===== src/rtl/result_collector_pkg.sv =====
// Shared constants and types for the result collector.
package result_collector_pkg;

  localparam int DEF_ROW_W          = 32;
  localparam int DEF_NUM_ROWS       = 10;
  localparam int DEF_TIMEOUT_CYCLES = 2048;
  localparam int ROW_IDX_W          = 4;
  localparam int TIMER_W            = 12;
  localparam int BANK_DEPTH         = 2 ** ROW_IDX_W;

  // Most-negative 32-bit signed value; argmax starting point.
  localparam logic [DEF_ROW_W-1:0] MIN_SIGNED = 32'h8000_0000;

  typedef enum logic [2:0] {
    ST_IDLE,
    ST_ISSUE,
    ST_WAIT,
    ST_ADVANCE,
    ST_FINISH
  } collector_state_t;

endpackage


===== src/rtl/result_collector_argmax_tracker.sv =====
// Running signed argmax: keeps the largest value seen and the row that produced it.
module argmax_tracker
  import result_collector_pkg::*;
#(
  parameter int W = DEF_ROW_W
) (
  input  logic                 clk,
  input  logic                 n_rst,
  input  logic                 clear_i,
  input  logic                 update_i,
  input  logic                 force_i,
  input  logic [ROW_IDX_W-1:0] idx_i,
  input  logic [W-1:0]         value_i,
  output logic [ROW_IDX_W-1:0] digit_o,
  output logic [W-1:0]         max_o
);

  localparam logic [W-1:0] MIN_VAL = {1'b1, {(W-1){1'b0}}};

  logic [ROW_IDX_W-1:0] digit_q;
  logic [W-1:0]         max_q;
  logic                 take_d;

  // Strictly greater wins so ties keep the lower index; force loads the first row unconditionally.
  always_comb begin
    take_d = update_i && (force_i || ($signed(value_i) > $signed(max_q)));
  end

  // Max/index registers with clear on sweep start.
  always_ff @(posedge clk) begin
    if (!n_rst || clear_i) begin
      digit_q <= '0;
      max_q   <= MIN_VAL;
    end else if (take_d) begin
      digit_q <= idx_i;
      max_q   <= value_i;
    end
  end

  assign digit_o = digit_q;
  assign max_o   = max_q;

endmodule


===== src/rtl/result_collector.sv =====
// Sequences multiplier rows, banks each row result and tracks the winning class.
module result_collector
  import result_collector_pkg::*;
#(
  parameter int ROW_W          = DEF_ROW_W,
  parameter int NUM_ROWS       = DEF_NUM_ROWS,
  parameter int TIMEOUT_CYCLES = DEF_TIMEOUT_CYCLES
) (
  input  logic                 clk,
  input  logic                 n_rst,
  input  logic                 start,
  output logic [ROW_IDX_W-1:0] row_select,
  output logic                 begin_mult,
  input  logic                 w_result_ena,
  input  logic                 done_row,
  input  logic [ROW_W-1:0]     row_result,
  input  logic                 overflow,
  output logic                 busy,
  output logic                 done,
  output logic [ROW_IDX_W-1:0] digit,
  output logic [ROW_W-1:0]     max_value,
  output logic                 overflow_any,
  output logic                 timeout_err,
  input  logic [ROW_IDX_W-1:0] rd_addr,
  output logic [ROW_W-1:0]     rd_data
);

  localparam logic [TIMER_W-1:0]   TMO_LAST = TIMER_W'(TIMEOUT_CYCLES - 1);
  localparam logic [ROW_IDX_W-1:0] ROW_LAST = ROW_IDX_W'(NUM_ROWS - 1);

  collector_state_t     state_q;
  logic [ROW_IDX_W-1:0] row_q;
  logic [TIMER_W-1:0]   timer_q;
  logic                 begin_mult_q;
  logic                 busy_q;
  logic                 done_q;
  logic                 ovf_any_q;
  logic                 tmo_err_q;
  logic [ROW_W-1:0]     bank_q [BANK_DEPTH];

  logic                 sweep_start_d;
  logic                 strobe_d;
  logic                 timeout_d;
  logic                 bank_we_d;
  logic [ROW_W-1:0]     bank_wdata_d;

  // done_row is only a companion of the strobe; the row is closed by w_result_ena alone.
  // A strobe in the timeout cycle takes priority, so the timeout is qualified by its absence.
  always_comb begin
    sweep_start_d = (state_q == ST_IDLE) && start;
    strobe_d      = (state_q == ST_WAIT) && w_result_ena;
    timeout_d     = (state_q == ST_WAIT) && !w_result_ena && (timer_q >= TMO_LAST);
    bank_we_d     = strobe_d || timeout_d;
    bank_wdata_d  = strobe_d ? row_result : '0;
  end

  // Sweep sequencer: begin_mult/done are registered one-cycle pulses, busy spans start..FINISH.
  always_ff @(posedge clk) begin
    if (!n_rst) begin
      state_q      <= ST_IDLE;
      row_q        <= '0;
      timer_q      <= '0;
      begin_mult_q <= 1'b0;
      busy_q       <= 1'b0;
      done_q       <= 1'b0;
      ovf_any_q    <= 1'b0;
      tmo_err_q    <= 1'b0;
    end else begin
      begin_mult_q <= 1'b0;
      done_q       <= 1'b0;
      case (state_q)
        ST_IDLE: begin
          if (start) begin
            row_q        <= '0;
            timer_q      <= '0;
            ovf_any_q    <= 1'b0;
            tmo_err_q    <= 1'b0;
            busy_q       <= 1'b1;
            begin_mult_q <= 1'b1;
            state_q      <= ST_ISSUE;
          end
        end
        ST_ISSUE: begin
          timer_q <= '0;
          state_q <= ST_WAIT;
        end
        ST_WAIT: begin
          if (timer_q != '1) begin
            timer_q <= timer_q + 1'b1;
          end
          if (w_result_ena) begin
            ovf_any_q <= ovf_any_q | overflow;
            state_q   <= ST_ADVANCE;
          end else if (timeout_d) begin
            tmo_err_q <= 1'b1;
            state_q   <= ST_ADVANCE;
          end
        end
        ST_ADVANCE: begin
          if (row_q == ROW_LAST) begin
            done_q  <= 1'b1;
            state_q <= ST_FINISH;
          end else begin
            row_q        <= row_q + 1'b1;
            begin_mult_q <= 1'b1;
            state_q      <= ST_ISSUE;
          end
        end
        ST_FINISH: begin
          busy_q  <= 1'b0;
          state_q <= ST_IDLE;
        end
        default: state_q <= ST_IDLE;
      endcase
    end
  end

  // One register per bank entry; entries beyond NUM_ROWS never get written and stay zero.
  for (genvar gi = 0; gi < BANK_DEPTH; gi++) begin : g_bank
    always_ff @(posedge clk) begin
      if (!n_rst) begin
        bank_q[gi] <= '0;
      end else if (bank_we_d && (gi < NUM_ROWS) && (row_q == ROW_IDX_W'(gi))) begin
        bank_q[gi] <= bank_wdata_d;
      end
    end
  end

  // Host read port; out-of-range addresses read as zero.
  always_comb begin
    rd_data = '0;
    if ({1'b0, rd_addr} < (ROW_IDX_W + 1)'(NUM_ROWS)) begin
      rd_data = bank_q[rd_addr];
    end
  end

  argmax_tracker #(
    .W(ROW_W)
  ) u_argmax (
    .clk     (clk),
    .n_rst   (n_rst),
    .clear_i (sweep_start_d),
    .update_i(strobe_d),
    .force_i (row_q == '0),
    .idx_i   (row_q),
    .value_i (row_result),
    .digit_o (digit),
    .max_o   (max_value)
  );

  assign row_select   = row_q;
  assign begin_mult   = begin_mult_q;
  assign busy         = busy_q;
  assign done         = done_q;
  assign overflow_any = ovf_any_q;
  assign timeout_err  = tmo_err_q;

endmodule


===== config.mk =====
export PLATFORM = sky130hd
export DESIGN_NAME = result_collector
export DESIGN_NICKNAME = d
export VERILOG_FILES = /design/src/rtl/result_collector_pkg.sv /design/src/rtl/result_collector_argmax_tracker.sv /design/src/rtl/result_collector.sv
export SDC_FILE = /design/constraint.sdc
export NUM_CORES = 1
export LEC_CHECK = 0
export ABC_AREA = 1
export BUFFER_PORTS_ARGS = -buffer_cell sky130_fd_sc_hd__clkbuf_2
export CAP_MARGIN = 15
export CORE_AREA = 2 2 204 186
export CTS_CLUSTER_DIAMETER = 50
export DETAILED_ROUTE_END_ITERATION = 8
export DIE_AREA = 0 0 206 188
export GPL_TIMING_DRIVEN = 0
export PLACE_DENSITY = 0.67
export SYNTH_ARGS = -nofsm -noshare
export SYNTH_HDL_FRONTEND = slang
export SYNTH_SLANG_ARGS = --single-unit
export TNS_END_PERCENT = 50

===== constraint.sdc =====
create_clock -name clk -period 4.8 [get_ports clk]
set_clock_uncertainty 0.05 [all_clocks]
set_input_delay 0.48 -clock clk [delete_from_list [all_inputs] [get_ports clk]]
set_output_delay 0.48 -clock clk [all_outputs]
set_load 0.01 [all_outputs]

==> metrics.yaml <==
first_iter_violations: 1592
cts_buffers: 43
io_buffer_count: 114
die-area_sq_mm: 0.0387
synthAdderAreaFrac_pct: 2.56
fin_crit_sh_pct: 74.8
cp_common_cell: "clkbuf_2"
post-cts-setup-buffer-count: 0
synthTopCellsByArea: "edfxtp_1 53%, nor2_1 7.3%, dfxtp_1 6.6%, nor2_2 5.2%, o21ai_0 4.3%"
nets: 1997
utilization_pct: 57.2
setup_tns_ns: 0
ctsResizeCount: 0
die_h_um: 188
vias_per_cell: 5.74
synth_top_area_share_pct: 53.0
rows: 67
ys_types: 39
cts.path.max_buffers: 3
path_cells: "clkbuf_2 -> nor2_1 -> nand2_1 -> clkbuf_1 -> o21ai_0 -> clkbuf_2"
syn_avg_cell_area_sq_um: 10.4
clkTransAtPathRegs_ns: 0.06
diodes: 0
core_sq_mm: 0.0367
cts-root-buf: "clkbuf_16"
antenna_found_initial: 0
netSwitchingFraction_pct: 24.8
ys_warn_count: 0
fin_crit_ns: 3.59
slew_headroom_pct: 20.0
synth-simple-area-share_pct: 20.9
met3_usage_pct: 6.36
ys.flop_type: "edfxtp_1"
crit_fanout: 10
drtPass1Iterations: 5
synth_fp_nets: 1828
gr-total-overflow: 0
synth_area_sq_mm: 0.0181
worstHoldPathCells: 3
ys_ff_latch: 380
initial_utilization_pct: 49.3
num_vias: 14000
p_int_mw: 5.78
grt_pass1_wl_um: 83000
drt-total-wl_um: 55600
grt_max_degree: 26
clock_latency_ns: 0.56
grtUsageMet1_pct: 40.5
p_seq_share_pct: 48.5
gr-usage-met2_pct: 45.5
grt_pass1_vias: 13700
crit_slowest_cell: "o21ai_0"
wl_per_cell_um: 22.8
p_comb_share_pct: 9.8
hold_viol: 0
hold_path_class: "in -> reg"
p_sw_mw: 1.91
critPathCaptureType: "primary output"
synth_edf_count: 320
drv_slew: 0
cp.arrival_ns: 3.06
htreeDepth: 2
fp.dieW_um: 206
synth.area.mux_share_pct: 0.718
max_stage_delay_ns: 0.61
clock-sinks: 380
critical_path.startpoint_type: "primary input"
status: "complete, no violations"
top_usage_layer: "met2"
path_class: "in -> out"
io_pins: 119
synth_top_family_by_area: "simple AND/OR/NAND/NOR gates"
cp_data_required_time_ns: 4.27
power_leakage_nw: 7.33
max_cap_viol_count: 0
synth-compound-area-share_pct: 10.8
synth_top_area_cell: "edfxtp_1"
drc: 0
yosysSeqAreaShare_pct: 59.7
timing.fmax_mhz: 278
syn2layout_area_growth_pct: 16.0
synth_most_common_cell: "nor2_1"
hpwl_um: 38900
finalSetupViolations: 0
powerDensity_mw_per_mm2: 366
synthXorXnorAreaFrac_pct: 0
rsz0062_at_grt: "false"
place.gp.congestion: 0.884
synth_common_cells: "353 x nor2_1, 320 x edfxtp_1, 204 x nand2_1"
peakVddDrop_mv: 0.273
async_reset_ff_share_pct: 0
worst_pin_slew_ns: 1.20
grt_use_total_pct: 29.2
cts_tree: "yes"
worst-r2r-cell-count: 11
netlist_instances: 1749
postCtsHoldBufs: 0
drtAntennaViolNets: 0
drive_gt1_share_pct: 22.2
pwr-share-clk_pct: 41.7
==> logic make-up after synthesis <==
family,count (synthesis)
AO/OA/AOI/OAI,330
adder cells (fa/ha/maj),37
buffers and inverters,189
flip-flops,380
multiplexers,13
AND/OR/NAND/NOR,800
==> flip-flops by register name (all words and copies together) (netlist names) <==
register,cells
timer_q,12
done,1
bank_q,320
busy,1
u_argmax.max_o,32
overflow_any,1
timeout_err,1
state_q,3
begin_mult,1
u_argmax.digit_o,4
row_select,4
==> layout make-up <==
cell class / count / area (sq um)
Clock inverter: 18 / 156
Tap cell: 483 / 604
Clock buffer: 60 / 1200
Fill cell: 3156 / 15700
Buffer: 114 / 677
Inverter: 75 / 287
Sequential cell: 380 / 10800
Timing Repair Buffer: 124 / 823
Multi-Input combinational cell: 1180 / 6460
==> power groups by stage <==
stage / clock network [mW] / logic, mW / registers (mW)
finish: 3.20 / 0.755 / 3.73
global route: 3.34 / 0.823 / 3.74
CTS: 3.21 / 0.748 / 3.73
detailed placement: 0 / 0.745 / 3.79
global placement: 0 / 0.694 / 3.81
floorplan: 0 / 0.428 / 3.80
==> per-layer routing <==
layer / wire, um / vias up
li1: - / 6432
met1: 22100 / 6670
met2: 25100 / 768
met3: 6520 / 109
met4: 1870 / 0
met5: 0 / -
==> cell usage in the layout (no fill, tap or decap), types with 46 or more instances in the layout <==
cell type / count
clkbuf_1: 75
nand2_1: 204
nor2_1: 353
a21oi_1: 79
clkbuf_2: 114
o21ai_0: 144
nor2_2: 151
dfxtp_1: 60
o221ai_1: 46
inv_1: 70
edfxtp_1: 320
clkbuf_16: 46
==> worst max-delay path: cells and delay by family <==
kind | cells | cell delay (ns)
buf+inv | 3 | 0.95
compound gates | 1 | 0.61
simple gates | 2 | 0.99
==> final timing paths <==
check / from / end / slack (ns)
hold reg to reg: timer_q[9] / timer_q[9] / 0.41
setup / recovery: rd_addr[1] / rd_data[14] / 1.21
setup reg to reg: timer_q[0] / bank_q[9][17] / 1.49
hold / removal: overflow / overflow_any / 0.10
==> metrics by stage <==
stage	power (mW)	instance area, sq um	worst slack (ns)	std cells	hold slack [ns]
floorplan	4.23	18100	0.604	1749	0.375
global placement	4.51	19300	-1.88	2346	0.384
detailed placement	4.54	19700	1.29	2356	0.397
CTS	7.69	21000	1.29	2434	0.0976
global route	7.90	21000	1.23	2434	0.134
finish	7.68	21000	1.21	2434	0.104
Power figures use the tool's default switching activity.
